$ cat src/rtl/enc_pkg.sv
// ============================================================================
// Module   : enc_pkg
// Brief    : Shared RV32I encoder types, opcodes and immediate widths.
// Revision : 1.0 - initial release
// ============================================================================
`default_nettype none

package enc_pkg;

   typedef enum logic [2:0] {
      FMT_R       = 3'd0,
      FMT_I       = 3'd1,
      FMT_S       = 3'd2,
      FMT_B       = 3'd3,
      FMT_U       = 3'd4,
      FMT_J       = 3'd5,
      FMT_I_SHIFT = 3'd6,
      FMT_RSV     = 3'd7
   } fmt_e;

   localparam logic [6:0] c_op_lui    = 7'h37;
   localparam logic [6:0] c_op_auipc  = 7'h17;
   localparam logic [6:0] c_op_jal    = 7'h6F;
   localparam logic [6:0] c_op_jalr   = 7'h67;
   localparam logic [6:0] c_op_branch = 7'h63;
   localparam logic [6:0] c_op_load   = 7'h03;
   localparam logic [6:0] c_op_store  = 7'h23;
   localparam logic [6:0] c_op_imm    = 7'h13;
   localparam logic [6:0] c_op_reg    = 7'h33;

   localparam int unsigned c_imm_i_w = 12;
   localparam int unsigned c_imm_b_w = 13;
   localparam int unsigned c_imm_u_w = 20;
   localparam int unsigned c_imm_j_w = 21;

   // True when v is the sign extension of its low w bits (bits [31:w-1] all equal).
   function automatic logic fits_signed(input logic [31:0] v, input int unsigned w);
      logic [31:0] m;
      m = 32'hFFFF_FFFF << (w - 1);
      return ((v & m) == 32'd0) || ((v & m) == m);
   endfunction

endpackage

`default_nettype wire

$ cat src/rtl/sync_fifo.sv
// ============================================================================
// Module   : sync_fifo
// Brief    : Synchronous FIFO with registered occupancy count, full/empty flags.
// Revision : 1.0 - initial release
// ============================================================================
`default_nettype none

module sync_fifo #(
   parameter int WIDTH = 32,
   parameter int DEPTH = 4
) (
   input  logic             clk,
   input  logic             rst_n,
   input  logic             i_push,
   input  logic [WIDTH-1:0] i_data,
   input  logic             i_pop,
   output logic [WIDTH-1:0] o_data,
   output logic             o_full,
   output logic             o_empty
);

   localparam int c_ptr_w = $clog2(DEPTH);
   localparam int c_cnt_w = c_ptr_w + 1;

   logic [WIDTH-1:0]   r_mem [DEPTH];
   logic [c_ptr_w-1:0] r_wr_ptr;
   logic [c_ptr_w-1:0] r_rd_ptr;
   logic [c_cnt_w-1:0] r_count;
   logic               w_push;
   logic               w_pop;

   assign o_full  = (r_count == c_cnt_w'(DEPTH));
   assign o_empty = (r_count == '0);
   assign w_push  = i_push & ~o_full;
   assign w_pop   = i_pop & ~o_empty;
   assign o_data  = r_mem[r_rd_ptr];

   always_ff @(posedge clk) begin
      if (w_push) begin
         r_mem[r_wr_ptr] <= i_data;
      end
   end

   // Pointers wrap naturally because DEPTH is a power of two.
   always_ff @(posedge clk) begin
      if (!rst_n) begin
         r_wr_ptr <= '0;
         r_rd_ptr <= '0;
         r_count  <= '0;
      end else begin
         if (w_push) r_wr_ptr <= r_wr_ptr + 1'b1;
         if (w_pop)  r_rd_ptr <= r_rd_ptr + 1'b1;
         case ({w_push, w_pop})
            2'b10:   r_count <= r_count + 1'b1;
            2'b01:   r_count <= r_count - 1'b1;
            default: r_count <= r_count;
         endcase
      end
   end

endmodule

`default_nettype wire

$ cat src/rtl/instr_encoder.sv
// ============================================================================
// Module   : instr_encoder
// Brief    : Packs decoded RV32I fields into instruction words with addresses.
// Macros   : ENCODER_RANGE_CHECK_EN enables immediate range checking/err_imm.
// Revision : 1.0 - initial release
// ============================================================================
`default_nettype none

module instr_encoder
   import enc_pkg::*;
#(
   parameter int DATAW      = 32,
   parameter int ADDRW      = 5,
   parameter int IMEM_ADDRW = 12,
   parameter int FIFO_DEPTH = 4
) (
   input  logic                  clk,
   input  logic                  rst_n,
   input  logic                  in_valid,
   output logic                  in_ready,
   input  logic [2:0]            in_fmt,
   input  logic [6:0]            in_opcode,
   input  logic [ADDRW-1:0]      in_rd,
   input  logic [ADDRW-1:0]      in_rs1,
   input  logic [ADDRW-1:0]      in_rs2,
   input  logic [2:0]            in_funct3,
   input  logic [6:0]            in_funct7,
   input  logic [DATAW-1:0]      in_imm,
   input  logic                  addr_load,
   input  logic [IMEM_ADDRW-1:0] base_addr,
   output logic                  out_valid,
   input  logic                  out_ready,
   output logic [DATAW-1:0]      out_instr,
   output logic [IMEM_ADDRW-1:0] out_addr,
   output logic                  err_imm,
   output logic                  err_fmt
);

   fmt_e                  w_fmt;
   logic [DATAW-1:0]      w_instr;
   logic                  w_imm_ok;
   logic                  w_accept;
   logic                  w_push;
   logic                  w_pop;
   logic                  w_full;
   logic                  w_empty;
   logic                  r_err_fmt;
   logic [IMEM_ADDRW-1:0] r_addr;

   assign w_fmt    = fmt_e'(in_fmt);
   assign in_ready = rst_n & ~w_full;
   assign w_accept = in_valid & in_ready;
   assign w_push   = w_accept & (w_fmt != FMT_RSV) & w_imm_ok;
   assign out_valid = ~w_empty;
   assign w_pop    = out_valid & out_ready;
   assign out_addr = r_addr;
   assign err_fmt  = r_err_fmt;

   always_comb begin
      w_instr = '0;
      case (w_fmt)
         FMT_R:       w_instr = {in_funct7, in_rs2, in_rs1, in_funct3, in_rd, in_opcode};
         FMT_I:       w_instr = {in_imm[11:0], in_rs1, in_funct3, in_rd, in_opcode};
         FMT_I_SHIFT: w_instr = {in_funct7, in_imm[4:0], in_rs1, in_funct3, in_rd, in_opcode};
         FMT_S:       w_instr = {in_imm[11:5], in_rs2, in_rs1, in_funct3, in_imm[4:0], in_opcode};
         FMT_B:       w_instr = {in_imm[12], in_imm[10:5], in_rs2, in_rs1, in_funct3,
                                 in_imm[4:1], in_imm[11], in_opcode};
         FMT_U:       w_instr = {in_imm[31:12], in_rd, in_opcode};
         FMT_J:       w_instr = {in_imm[20], in_imm[10:1], in_imm[11], in_imm[19:12],
                                 in_rd, in_opcode};
         default:     w_instr = '0;
      endcase
   end

`ifdef ENCODER_RANGE_CHECK_EN
   logic r_err_imm;

   always_comb begin
      w_imm_ok = 1'b1;
      case (w_fmt)
         FMT_I, FMT_S: w_imm_ok = fits_signed(in_imm, c_imm_i_w);
         FMT_B:        w_imm_ok = fits_signed(in_imm, c_imm_b_w) & ~in_imm[0];
         FMT_J:        w_imm_ok = fits_signed(in_imm, c_imm_j_w) & ~in_imm[0];
         FMT_U:        w_imm_ok = (in_imm[DATAW-c_imm_u_w-1:0] == '0);
         FMT_I_SHIFT:  w_imm_ok = (in_imm[DATAW-1:5] == '0);
         default:      w_imm_ok = 1'b1;
      endcase
   end

   always_ff @(posedge clk) begin
      if (!rst_n) begin
         r_err_imm <= 1'b0;
      end else if (w_accept & (w_fmt != FMT_RSV) & ~w_imm_ok) begin
         r_err_imm <= 1'b1;
      end
   end

   assign err_imm = r_err_imm;
`else
   assign w_imm_ok = 1'b1;
   assign err_imm  = 1'b0;
`endif

   always_ff @(posedge clk) begin
      if (!rst_n) begin
         r_err_fmt <= 1'b0;
      end else if (w_accept & (w_fmt == FMT_RSV)) begin
         r_err_fmt <= 1'b1;
      end
   end

   // A load wins over the pop increment; the popped word already saw the old address.
   always_ff @(posedge clk) begin
      if (!rst_n) begin
         r_addr <= '0;
      end else if (addr_load) begin
         r_addr <= base_addr;
      end else if (w_pop) begin
         r_addr <= r_addr + IMEM_ADDRW'(4);
      end
   end

   sync_fifo #(
      .WIDTH (DATAW),
      .DEPTH (FIFO_DEPTH)
   ) u_fifo (
      .clk     (clk),
      .rst_n   (rst_n),
      .i_push  (w_push),
      .i_data  (w_instr),
      .i_pop   (w_pop),
      .o_data  (out_instr),
      .o_full  (w_full),
      .o_empty (w_empty)
   );

endmodule

`default_nettype wire

$ cat config.mk
export PLATFORM = sky130hd
export DESIGN_NAME = instr_encoder
export DESIGN_NICKNAME = d
export VERILOG_FILES = /design/src/rtl/enc_pkg.sv /design/src/rtl/sync_fifo.sv /design/src/rtl/instr_encoder.sv
export SDC_FILE = /design/constraint.sdc
export NUM_CORES = 1
export LEC_CHECK = 0
export ABC_AREA = 1
export CAP_MARGIN = 25
export CORE_ASPECT_RATIO = 1.25
export CORE_MARGIN = 2
export CORE_UTILIZATION = 40
export CTS_BUF_LIST = sky130_fd_sc_hd__clkbuf_16
export CTS_CLUSTER_DIAMETER = 30
export DETAILED_ROUTE_END_ITERATION = 6
export GPL_TIMING_DRIVEN = 0
export HOLD_SLACK_MARGIN = 0.15
export PLACE_DENSITY = 0.67
export RECOVER_POWER = 100
export SETUP_SLACK_MARGIN = 0.2
export SKIP_LAST_GASP = 1
export SLEW_MARGIN = 20
export SYNTH_ARGS = -nofsm -noshare
export SYNTH_HDL_FRONTEND = slang
export SYNTH_SLANG_ARGS = --single-unit
$ cat constraint.sdc
create_clock -name clk -period 2.77 [get_ports clk]
set_input_delay 0.554 -clock clk [delete_from_list [all_inputs] [get_ports clk]]
set_output_delay 0.554 -clock clk [all_outputs]
set_load 0.01 [all_outputs]
After elaboration in Yosys (flattened, before gate mapping)
Memory sizes are Yosys's and may differ from the RTL's. A register that Yosys moved wholly into a read port is not among the register bits. Cells that the tools add are included.

Add/subtract/negate cells: 5. Eq/ne operators: 11. Multiplexer cells: 8. Bitwise operators: 9. Reduce and logical (&&, ||, !) cells: 4.

Operators with widths (count): case mux 32 bit (7 select lines) (1); 2-to-1 mux 12 bit (2); equality test 3 bit, second input constant (5); adder 12 x 3 -> 12 bit, second input constant (1); AND 1 bit (7); equality test 3 x 2 -> 1 bit, second input constant (2); logical NOT 3 bit (2); case mux 3 bit (2 select lines) (1); adder 2 x 1 -> 2 bit, second input constant (2); 2-to-1 mux 2 bit (2); nonzero test 2 bit (2); adder 3 x 1 -> 3 bit, second input constant (1); equality test 3 x 1 -> 1 bit, second input constant (1); inequality test 3 bit, second input constant (1); subtractor 3 x 1 -> 3 bit, second input constant (1); equality test 2 x 1 -> 1 bit, second input constant (1); equality test 2 bit, second input constant (1); 2-to-1 mux 1 bit (2); NOT 1 bit (2).

Bits in registers: 20. RAM bits: 128. Input bits: 84. Output and inout bits: 48. Word-level logic and storage cells: 43. Memories kept: 1.

Memory list: u_fifo.r_mem (depth 4, bits a word 32, rd ports 1, clocked after Yosys merged registers in 1, write ports 1, RTL line sync_fifo.sv:25) `logic [WIDTH-1:0] r_mem [DEPTH];`.

Logic depth before layout (Yosys ltp)
Gate-level depths: netlist of the first run.

Word-level depth: 8. Depth in mapped cells: 11. Depth with buffers taken out: 11.

By module
A second synthesis of the first run with hierarchy kept.

Cell total of the unflattened synthesis: 621. Area, all modules: 6675.2 um2.

Modules (own cells, without submodules): sync_fifo (instances 1, cells an instance 379, area each 5276.3 um2, seq. area each 4023.9 um2); instr_encoder (instances 1, cells an instance 242, area each 1398.8 um2, seq. area each 260.2 um2).

Worst setup path after synthesis of the first run
OpenSTA, ideal clock, no wires.

Path type: input-to-reg. Start point: in in_fmt[0]. End point: mem u_fifo.r_mem[0][0] (enable). Setup time: 421 ps. Arrival: 2392 ps. Data required time: 2349 ps. Slack: -43 ps. Stages: 4. Path buffers: 1. Cell sequence: buf_4 -> nand3_2 -> nand4_4 -> nor2_1.

Longest elaborated chain between the ends: 5.

RTL lines: start, declared (RTL line instr_encoder.sv:21) `input logic [2:0] in_fmt,`; inequality test 3 bit (RTL line instr_encoder.sv:53) `assign w_push = w_accept & (w_fmt != FMT_RSV) & w_imm_ok;`; AND 1 bit (RTL line instr_encoder.sv:53); AND 1 bit (RTL line sync_fifo.sv:34) `assign w_push = i_push & ~o_full;`; 2-to-1 mux 1 bit (RTL line sync_fifo.sv:39) `if (w_push) begin`; 2-to-1 mux 1 bit (implied by the code) (RTL line sync_fifo.sv:40) `r_mem[r_wr_ptr] <= i_data;`; end, declared (RTL line sync_fifo.sv:25).

No other way between the ends.

Worst setup path in the final report of the first run
Start point: in rst_n. End point: out in_ready.

Longest elaborated chain between the ends: 1.

RTL lines: start, declared (RTL line instr_encoder.sv:18) `input logic rst_n,`; AND 1 bit (RTL line instr_encoder.sv:51) `assign in_ready = rst_n & ~w_full;`; end, declared (RTL line instr_encoder.sv:20) `output logic in_ready,`.

No other way between the ends.

==> flow_summary.yaml, run 1 <==
power_and_ir_drop:
  ir_drop_mv: 0.4825
  power_density_nw_per_um2: 746.8
  power_leakage_uw: 0.003410
hold_path:
  min_from: "u_fifo.r_rd_ptr[1]"
  hp-class: "flop to flop"
  hold_depth: 2
timing:
  hold_viol: 0
  fin_crit_sh_pct: 91.29
  clock-skew-final_ps: 13.58
  fin_crit_ps: 2529
  max_freq_mhz: 395.5
  report.final.slew_viol_count: 0
  rsz0062_at_grt: "false"
  slew_headroom_pct: 19.91
  setup_violations: 0
  whs_ps: 464.4
  tightest_slew_ps: 1197
synthesis:
  synth_seq_area_share_pct: 65.05
  ys_ff_latch: 150
  yosysWarnings: 0
  synth_nets: 711
  synth_cell_types: 35
  synth_area_sq_um: 6586
  syn_avg_cell_area_sq_um: 10.62
  synth_cells: 620
layout:
  nFillCells: 1437
  area_delta_synth_final_pct: 34.67
  final_cells: 999
  finalNetCount: 861
  num_antenna_cells: 0
  drive_gt1_share_pct: 9.579
  final_cell_mix: "edfxtp_1 (128), nand2_1 (105), nor2_1 (90)"
  final_common_cell: "edfxtp_1"
  design_area_sq_um: 8870
placement:
  io_buffers: 127
  dpl.cell_count: 967
  placed_area_sq_um: 8260
  gp_congestion: 0.8872
  hpwl_um: 11900
clocking:
  h-tree-depth: 4
  clk_latency_ps: 420
  clk_pin_slew_worst_paths_ps: 60
  cts_tree: "done"
  postCtsSetupRepairBufs: 0
  cts_buffers: 17
  hold_buffers: 0
  cts_root_buffer: "clkbuf_16"
  clock_path_buffers: 2
  numClockSinks: 150
grt:
  grt_remaining_overflow: 0
  grtUsageTotal_pct: 19.78
  grt_pass1_wl_um: 26980
  grt_max_degree: 23
  antenna_found_initial: 0
  grt_pass1_vias: 5350
floorplan:
  dieArea_sq_um: 17510
  initial_utilization_pct: 40.82
  rows: 52
  boundaryPins: 132
  die_y_um: 147.5
  die_width_um: 118.8
  core_area_sq_um: 16140
routing:
  vias: 5229
  first_iter_violations: 473
  wl_um: 17190
  drt_pass1_iterations: 5
  via_per_inst: 5.234
  ant_nets: 0
  drt-wirelength-per-cell_um: 17.20
  drc: 0
critical_path:
  reg2reg_slack_ps: 500
  required_ps: 2220
  reg2regPathDepth: 5
  arrival_ps: 1970
  r2r_end: "u_fifo.r_mem[3][21]"
  end_kind: "primary output"
  path_class: "input port to primary output"
  start_kind: "input port"
  timing.rr.start: "u_fifo.r_count[1]"
  cp_max_fo: 10
flow_run:
  drv_cap: 0
status:
  status: "complete, no violations"
cell families (layout without fill, tap and decap cells):
| group | Yosys count | in the layout | share of synthesized area [%] |
|---|---|---|---|
| AND/OR/NAND/NOR | 252 | 252 | 16.89 |
| flip-flops | 150 | 150 | 65.05 |
| AO/OA/AOI/OAI | 135 | 135 | 11.27 |
| buffers and inverters | 73 | 236 | 5.034 |
| adder cells (fa/ha/maj) | 7 | 7 | 1.444 |
| XOR/XNOR | 2 | 2 | 0.2660 |
| other | 1 | 1 | 0.05694 |
Yosys cell counts:
cell type,number,share of area [%]
edfxtp_1,128,58
o2111ai_1,1,0.13
nor2_2,1,0.095
ha_1,6,1.1
nand4_1,2,0.19
nor2_1,90,5.1
inv_2,6,0.34
buf_6,3,0.51
o21ai_0,76,5.8
dfxtp_1,22,6.7
o21ai_1,4,0.30
nand2_8,1,0.30
nor2_8,1,0.30
xnor2_1,1,0.13
o22ai_1,32,3.0
nand2_1,103,5.9
clkbuf_1,13,0.74
nand4_4,1,0.32
o211ai_1,2,0.23
nand3_2,3,0.46
buf_2,6,0.46
a32o_1,2,0.30
inv_4,2,0.19
nand2_2,2,0.19
buf_4,6,0.68
fa_1,1,0.30
nand3_1,44,3.3
a31oi_1,2,0.19
conb_1,1,0.057
a21oi_1,15,1.1
nand2_4,2,0.34
nor2_4,2,0.34
inv_1,37,2.1
o211a_1,1,0.15
xor2_1,1,0.13
where the power goes:
part | internal, uW | switching [uW]
registers | 2580 | 53.2
logic | 605 | 864
clock network | 1610 | 915
total | 4790 | 1830
per-layer routing:
metal,wire [um],vias up,share of wire (%),track usage (%)
li1,-,2485,-,-
met2,8596,232,50,34.54
met4,148,0,0.86,5.476
met5,0,-,0,0
met3,1275,14,7.4,5.710
met1,7166,2498,42,23.86
worst max path at each step:
| stage | start | to | slack [ps] | depth (start not counted) |
|---|---|---|---|---|
| after floorplan | in_fmt[0] | u_fifo.r_mem[0][0] | -40 | 4 |
| after global placement | rst_n | u_fifo.r_mem[0][29] | -1550 | 3 |
| after detailed placement | rst_n | in_ready | 90 | 4 |
| after CTS | flop | out_instr[11] | 90 | 6 |
| after global routing | flop | out_instr[12] | 170 | 6 |
| final | rst_n | in_ready | 240 | 4 |
worst max-delay path: stages:
cell             delay (ps)
dlygate4sd2_1           320
inv_1                   240
a21oi_1                 270
clkdlybuf4s50_1         580
per-stage QoR:
step           setup TNS, ps  power [uW]  util (%)  setup slack, ps
2_1_floorplan          -5534        3460         -           -43.23
3_3_place_gp         -195640        4221     50.37            -1554
3_5_place_dp               0        4269     51.19            87.56
4_1_cts                    0        6752     55.59            86.50
5_1_grt                    0        6894     54.97            167.7
6_report                   0        6624     54.97            241.4
what timing repair did:
action	4_1_cts	5_1_grt
setup endpoints to repair	33	6
pin swaps	1	0
gates resized for setup	65	7
cell type report:
type	instances	area, sq um	area share, %
plain buffers	28	220.2	2.483
well taps	216	270.3	3.047
flip-flops and latches	150	4285	48.31
inverters	45	176.4	1.989
clock buffers	17	425.4	4.796
repair buffers	131	1344	15.15
multi-input cells	397	1923	21.68
clock inverters	15	225.2	2.539
flip-flops by register name, indices dropped and copies added (netlist names), named ones only:
name             cells
u_fifo.r_mem       128
out_addr            12
u_fifo.r_count       3
u_fifo.r_rd_ptr      2
u_fifo.r_wr_ptr      2
err_fmt              1
(Power assumes the default switching activity.)
==> run 2: changes to the inputs <==
--- a/config.mk
+++ b/config.mk
@@ -15,10 +15,8 @@
 export DETAILED_ROUTE_END_ITERATION = 6
 export GPL_TIMING_DRIVEN = 0
 export HOLD_SLACK_MARGIN = 0.15
-export PLACE_DENSITY = 0.67
 export RECOVER_POWER = 100
 export SETUP_SLACK_MARGIN = 0.2
-export SKIP_LAST_GASP = 1
 export SLEW_MARGIN = 20
 export SYNTH_ARGS = -nofsm -noshare
 export SYNTH_HDL_FRONTEND = slang
==> constraint.sdc (replaced) <==
create_clock -name clk -period 2.95 [get_ports clk]
set_input_delay 0.59 -clock clk [delete_from_list [all_inputs] [get_ports clk]]
set_output_delay 0.59 -clock clk [all_outputs]
set_load 0.01 [all_outputs]
==> run 2 against run 1 <==
Effect of this change:
- hold slack improved by 11 ps
- sequential power is 6% lower
- clock-buffer cell count is the same
- routed wire length grew 0.20%
- combinational power decreased by 3%
- die area unchanged
- non-clock buffer count unchanged
- first-iteration DRC count is 12% lower
- cell count unchanged
- register-to-register slack better by 180 ps
- clock skew fell by 6.1 ps
- critical endpoint is now out_instr[14]
==> flow_summary.yaml, run 2 (synthesis gave the netlist of run 1 again) <==
hold_path:
  hold_end: "err_fmt"
  min_from: "err_fmt"
  hold_depth: 2
  hp-class: "flop to flop"
clocking:
  cts_root_buffer: "clkbuf_16"
  postCtsSetupRepairBufs: 0
  h-tree-depth: 4
  numClockSinks: 150
  cts_tree: "done"
  clock_path_buffers: 2
  clk_pin_slew_worst_paths_ps: 60
  clk_latency_ps: 420
  cts_buffers: 17
placement:
  hpwl_um: 11600
  dp_slack_ps: 227.6
  gp_congestion: 0.8078
  io_buffers: 127
  dpl.cell_count: 967
layout:
  finalNetCount: 861
  nFillCells: 1462
  multi_input_area_sq_um: 1973
  drive_gt1_share_pct: 9.706
  largest_reg_flops: 128
  final_cell_mix: "edfxtp_1 (128), nand2_1 (106), nor2_1 (87)"
  num_antenna_cells: 0
  regMostFlops: "u_fifo.r_mem"
  final_cells: 999
  area_delta_synth_final_pct: 34.18
  final-seq-area_sq_um: 4285
  final_common_cell: "edfxtp_1"
critical_path:
  required_ps: 2360
  timing.rr.start: "u_fifo.r_count[1]"
  start_kind: "flop"
  r2r_end: "u_fifo.r_count[2]"
  cp_max_fo: 10
  reg2regPathDepth: 11
  path_class: "flop to primary output"
  reg2reg_slack_ps: 680
  arrival_ps: 2190
  end_kind: "primary output"
timing:
  fin_ws_ps: 170.9
  tightest_slew_ps: 708.8
  clock-skew-final_ps: 7.489
  hold_viol: 0
  max_freq_mhz: 359.8
  fin_crit_sh_pct: 94.21
  whs_ps: 475.2
  slew_headroom_pct: 52.25
  rsz0062_at_grt: "true"
  report.final.slew_viol_count: 0
  fin_crit_ps: 2779
  setup_violations: 0
power_and_ir_drop:
  p_seq_share_pct: 40.3
  pwr-share-comb_pct: 23.2
  power_density_nw_per_um2: 694.5
  p_sw_uw: 1709
  intPower_uw: 4428
  clockPowerShare_pct: 36.5
  power_leakage_uw: 0.003355
  ir_drop_mv: 0.3820
  swShare_pct: 27.85
grt:
  grt_util_met2_pct: 34.11
  grtUsageTotal_pct: 19.93
  grt_util_met1_pct: 25.09
  met3_usage_pct: 4.591
  grt_remaining_overflow: 0
  antenna_found_initial: 0
  grt_max_degree: 23
  grt_pass1_wl_um: 26950
  grt_pass1_vias: 5163
  top_usage_layer: "met2"
status:
  status: "complete, no violations"
floorplan:
  rows: 52
  boundaryPins: 132
  die_width_um: 118.8
  initial_utilization_pct: 40.82
  core_area_sq_um: 16140
  dieArea_sq_um: 17510
  die_y_um: 147.5
routing:
  vias: 5122
  drt-wirelength-per-cell_um: 17.24
  drt_pass1_iterations: 5
  drc: 0
  first_iter_violations: 414
  wl_um: 17220
  via_per_inst: 5.127
  ant_nets: 0
flow_run:
  drv_cap: 0
run 2: cell types whose count changed in the layout (fill, tap and decap cells not counted), moves of 3 or more:
cell	previous run	this run
dlygate4sd2_1	27	2
clkdlybuf4s50_1	70	78
clkbuf_4	8	5
dlygate4sd3_1	24	36
clkdlybuf4s25_1	1	4
nor2_4	1	6
clkbuf_2	4	7
buf_4	6	11
nor2_2	3	0
inv_6	4	1
nor2_1	90	87
run 2: area by class of cell:
class | instances | area share, %
plain buffers | 28 | 2.209
clock buffers | 17 | 4.814
clock inverters | 15 | 2.110
inverters | 45 | 1.996
multi-input cells | 397 | 22.33
flip-flops and latches | 150 | 48.49
well taps | 216 | 3.058
repair buffers | 131 | 14.99
run 2: stage by stage:
step	utilization, %	setup TNS [ps]	cell area [sq um]	total power, uW
global placement	50.37	-180900	8128	3967
finish	54.77	0	8837	6138
detailed placement	51.15	0	8253	4008
global route	54.77	0	8837	6403
CTS	55.29	0	8921	6276
floorplan	-	0	6586	3248
run 2: metal layers:
| layer | wire (um) | vias up | part of all wire, % |
|---|---|---|---|
| met5 | 0 | - | 0 |
| li1 | - | 2475 | - |
| met4 | 186 | 0 | 1.1 |
| met3 | 1104 | 16 | 6.4 |
| met2 | 8534 | 183 | 50 |
| met1 | 7394 | 2448 | 43 |
run 2: worst max path at each step:
stage          startpoint  slack (ps)                  to  depth (start not counted)
3_3_place_gp        rst_n       -1480  u_fifo.r_mem[3][1]                          3
5_1_grt              flop          90       out_instr[14]                          6
3_5_place_dp        rst_n         230            in_ready                          4
2_1_floorplan   in_fmt[0]         100  u_fifo.r_mem[0][0]                          4
6_report             flop         170       out_instr[14]                          6
4_1_cts              flop         210       out_instr[26]                          5
run 2: power by group through the flow:
stage | registers [uW] | clock network [uW] | logic [uW]
3_5_place_dp | 2520 | 0 | 1490
4_1_cts | 2480 | 2270 | 1530
5_1_grt | 2480 | 2360 | 1560
6_report | 2470 | 2240 | 1420
2_1_floorplan | 2520 | 0 | 733
3_3_place_gp | 2520 | 0 | 1450
run 2: worst max-delay path: stages (launching register included):
cell and delay, ps:
dfxtp_1 310, buf_4 170, inv_4 120, clkbuf_2 270, o21ai_0 110, o22ai_1 120, dlygate4sd3_1 650
run 2: what timing repair did:
item / in CTS / in global routing
gates resized for setup: 31 / 17
endpoints found under the setup margin: 32 / 15
hold buffers: 0 / 0
==> run 3: changes to the inputs <==
--- a/config.mk
+++ b/config.mk
@@ -8,7 +8,6 @@
 export ABC_AREA = 1
 export CAP_MARGIN = 25
 export CORE_ASPECT_RATIO = 1.25
-export CORE_MARGIN = 2
 export CORE_UTILIZATION = 40
 export CTS_BUF_LIST = sky130_fd_sc_hd__clkbuf_16
 export CTS_CLUSTER_DIAMETER = 30
==> run 3 against run 2 <==
Effect of this change:
- core utilization down 0.33 points
- clock-buffer cell count did not move
- via count shrank 0.20%
- design area decreased by 0.59%
- cell count fell by 0.10%
- non-clock buffer count unchanged
- maximum frequency up 2.5%
- power increased by 0.56%
- critical path type unchanged
- largest power group unchanged
- highest routed layer unchanged
==> flow_summary.yaml, run 3 (synthesis gave the netlist of run 1 again) <==
grt:
  grt_pass1_vias: 5071
  grt_max_degree: 23
  grt_remaining_overflow: 0
  grtUsageTotal_pct: 20.90
  grt_pass1_wl_um: 26370
  antenna_found_initial: 0
clocking:
  h-tree-depth: 4
  cts_buffers: 17
  clk_latency_ps: 420
  cts_tree: "done"
  hold_buffers: 0
  postCtsSetupRepairBufs: 0
  cts_root_buffer: "clkbuf_16"
  numClockSinks: 150
  clock_path_buffers: 2
  clk_pin_slew_worst_paths_ps: 60
layout:
  area_delta_synth_final_pct: 33.38
  regMostFlops: "u_fifo.r_mem"
  final_cell_mix: "edfxtp_1 (128), nand2_1 (105), nor2_1 (88)"
  num_antenna_cells: 0
  final_util_pct: 54.44
  drive_gt1_share_pct: 9.974
  design_area_sq_um: 8785
  largest_reg_flops: 128
  finalNetCount: 861
  final_common_cell: "edfxtp_1"
routing:
  wl_um: 17160
  ant_nets: 0
  first_iter_violations: 324
  drt-wirelength-per-cell_um: 17.19
  drt_pass1_iterations: 5
  via_per_inst: 5.122
  vias: 5112
  drc: 0
floorplan:
  die_width_um: 116.8
  dieArea_sq_um: 16990
  rows: 52
  boundaryPins: 132
  die_y_um: 145.5
  initial_utilization_pct: 40.82
  core_area_sq_um: 16140
power_and_ir_drop:
  swShare_pct: 27.37
  intPower_uw: 4483
  power_density_nw_per_um2: 702.6
  power_leakage_uw: 0.003343
  p_seq_share_pct: 40.1
  clockPowerShare_pct: 37.6
  ir_drop_mv: 0.5287
  pwr-share-comb_pct: 22.3
  p_sw_uw: 1689
critical_path:
  path_class: "flop to primary output"
  r2r_end: "u_fifo.r_mem[3][3]"
  timing.rr.start: "u_fifo.r_count[1]"
  cp_top_family: "buffers and inverters"
  reg2reg_slack_ps: 700
  required_ps: 2360
  critical-path-max-stage-delay_ps: 650
  arrival_ps: 2120
  reg2regPathDepth: 5
  slowest_stage: "dlygate4sd3_1"
  cp_max_fo: 10
  crit_chain: "buf_4 -> inv_4 -> clkbuf_4 -> o21ai_0 -> o22ai_1 -> dlygate4sd3_1"
  start_kind: "flop"
  end_kind: "primary output"
  critPathBufInv: 4
status:
  status: "complete, no violations"
timing:
  hold_viol: 0
  finalSetupTns_ps: 0
  clock-skew-final_ps: 9.448
  fin_crit_sh_pct: 91.92
  slew_headroom_pct: 39.44
  report.final.slew_viol_count: 0
  setup_violations: 0
  tightest_slew_ps: 907.4
  rsz0062_at_grt: "false"
  max_freq_mhz: 368.8
  fin_crit_ps: 2712
flow_run:
  drv_cap: 0
placement:
  placed_area_sq_um: 8238
  hpwl_um: 11450
  gp_congestion: 0.8293
  io_buffers: 127
hold_path:
  min_from: "u_fifo.r_rd_ptr[1]"
  hold_depth: 2
  hp-class: "flop to flop"
==> run 3: cell count changes in the layout (fill, tap and decap cells not counted), moves of 3 or more <==
cell and change:
clkdlybuf4s50_1 -6, clkbuf_1 +5, clkbuf_2 -4, clkbuf_4 +3
clkinv_1 -3, nor2_2 +3, nor2_4 -3
==> run 3: cell type report <==
class / count / area [sq um]
Timing Repair Buffer: 131 / 1286
Multi-Input combinational cell: 397 / 1939
Sequential cell: 150 / 4285
Clock inverter: 14 / 210.2
Tap cell: 216 / 270.3
Inverter: 45 / 175.2
Fill cell: 1447 / 7351
Clock buffer: 17 / 425.4
Buffer: 28 / 192.7
==> run 3: worst max path at each step <==
| stage | from | end | slack, ps | depth (start not counted) |
|---|---|---|---|---|
| 3_3_place_gp | rst_n | u_fifo.r_mem[3][28] | -1410 | 3 |
| 6_report | flop | out_instr[21] | 240 | 6 |
| 5_1_grt | in_fmt[0] | u_fifo.r_mem[3][25] | 120 | 5 |
| 2_1_floorplan | in_fmt[0] | u_fifo.r_mem[0][0] | 100 | 4 |
| 4_1_cts | flop | out_instr[17] | 200 | 6 |
| 3_5_place_dp | rst_n | in_ready | 260 | 4 |
==> run 3: metal layers <==
metal  share of wire (%)  track usage, %  vias to the layer above
met5                   0               0                        -
met3                 5.2           4.415                       21
met4                 2.1           8.101                        0
met2                  50           35.06                      158
li1                    -               -                     2475
met1                  43           26.15                     2458
==> run 3: repair_timing <==
action | CTS | global route
endpoints found under the setup margin | 32 | 28
gates resized for setup | 24 | 35
pin swaps | 0 | 1
==> run 3: power groups by stage <==
stage / clock network (uW) / registers (uW) / logic (uW)
4_1_cts: 2350 / 2470 / 1510
3_3_place_gp: 0 / 2520 / 1440
3_5_place_dp: 0 / 2520 / 1480
6_report: 2320 / 2470 / 1380
2_1_floorplan: 0 / 2520 / 733
5_1_grt: 2430 / 2490 / 1510
==> run 3: worst min-delay path: stages, from the launching register on <==
cell	delay, ps
dfxtp_1	290
inv_1	60
a21oi_1	70
==> run 3: through the flow <==
stage	setup slack (ps)	hold slack [ps]	total power [uW]	cells
finish	238.4	466.3	6172	998
global placement	-1408	453.5	3964	963
detailed placement	264.3	462.9	3999	967
global route	118.1	484.7	6435	998
CTS	196.2	474.5	6342	998
floorplan	100.8	436.3	3248	620
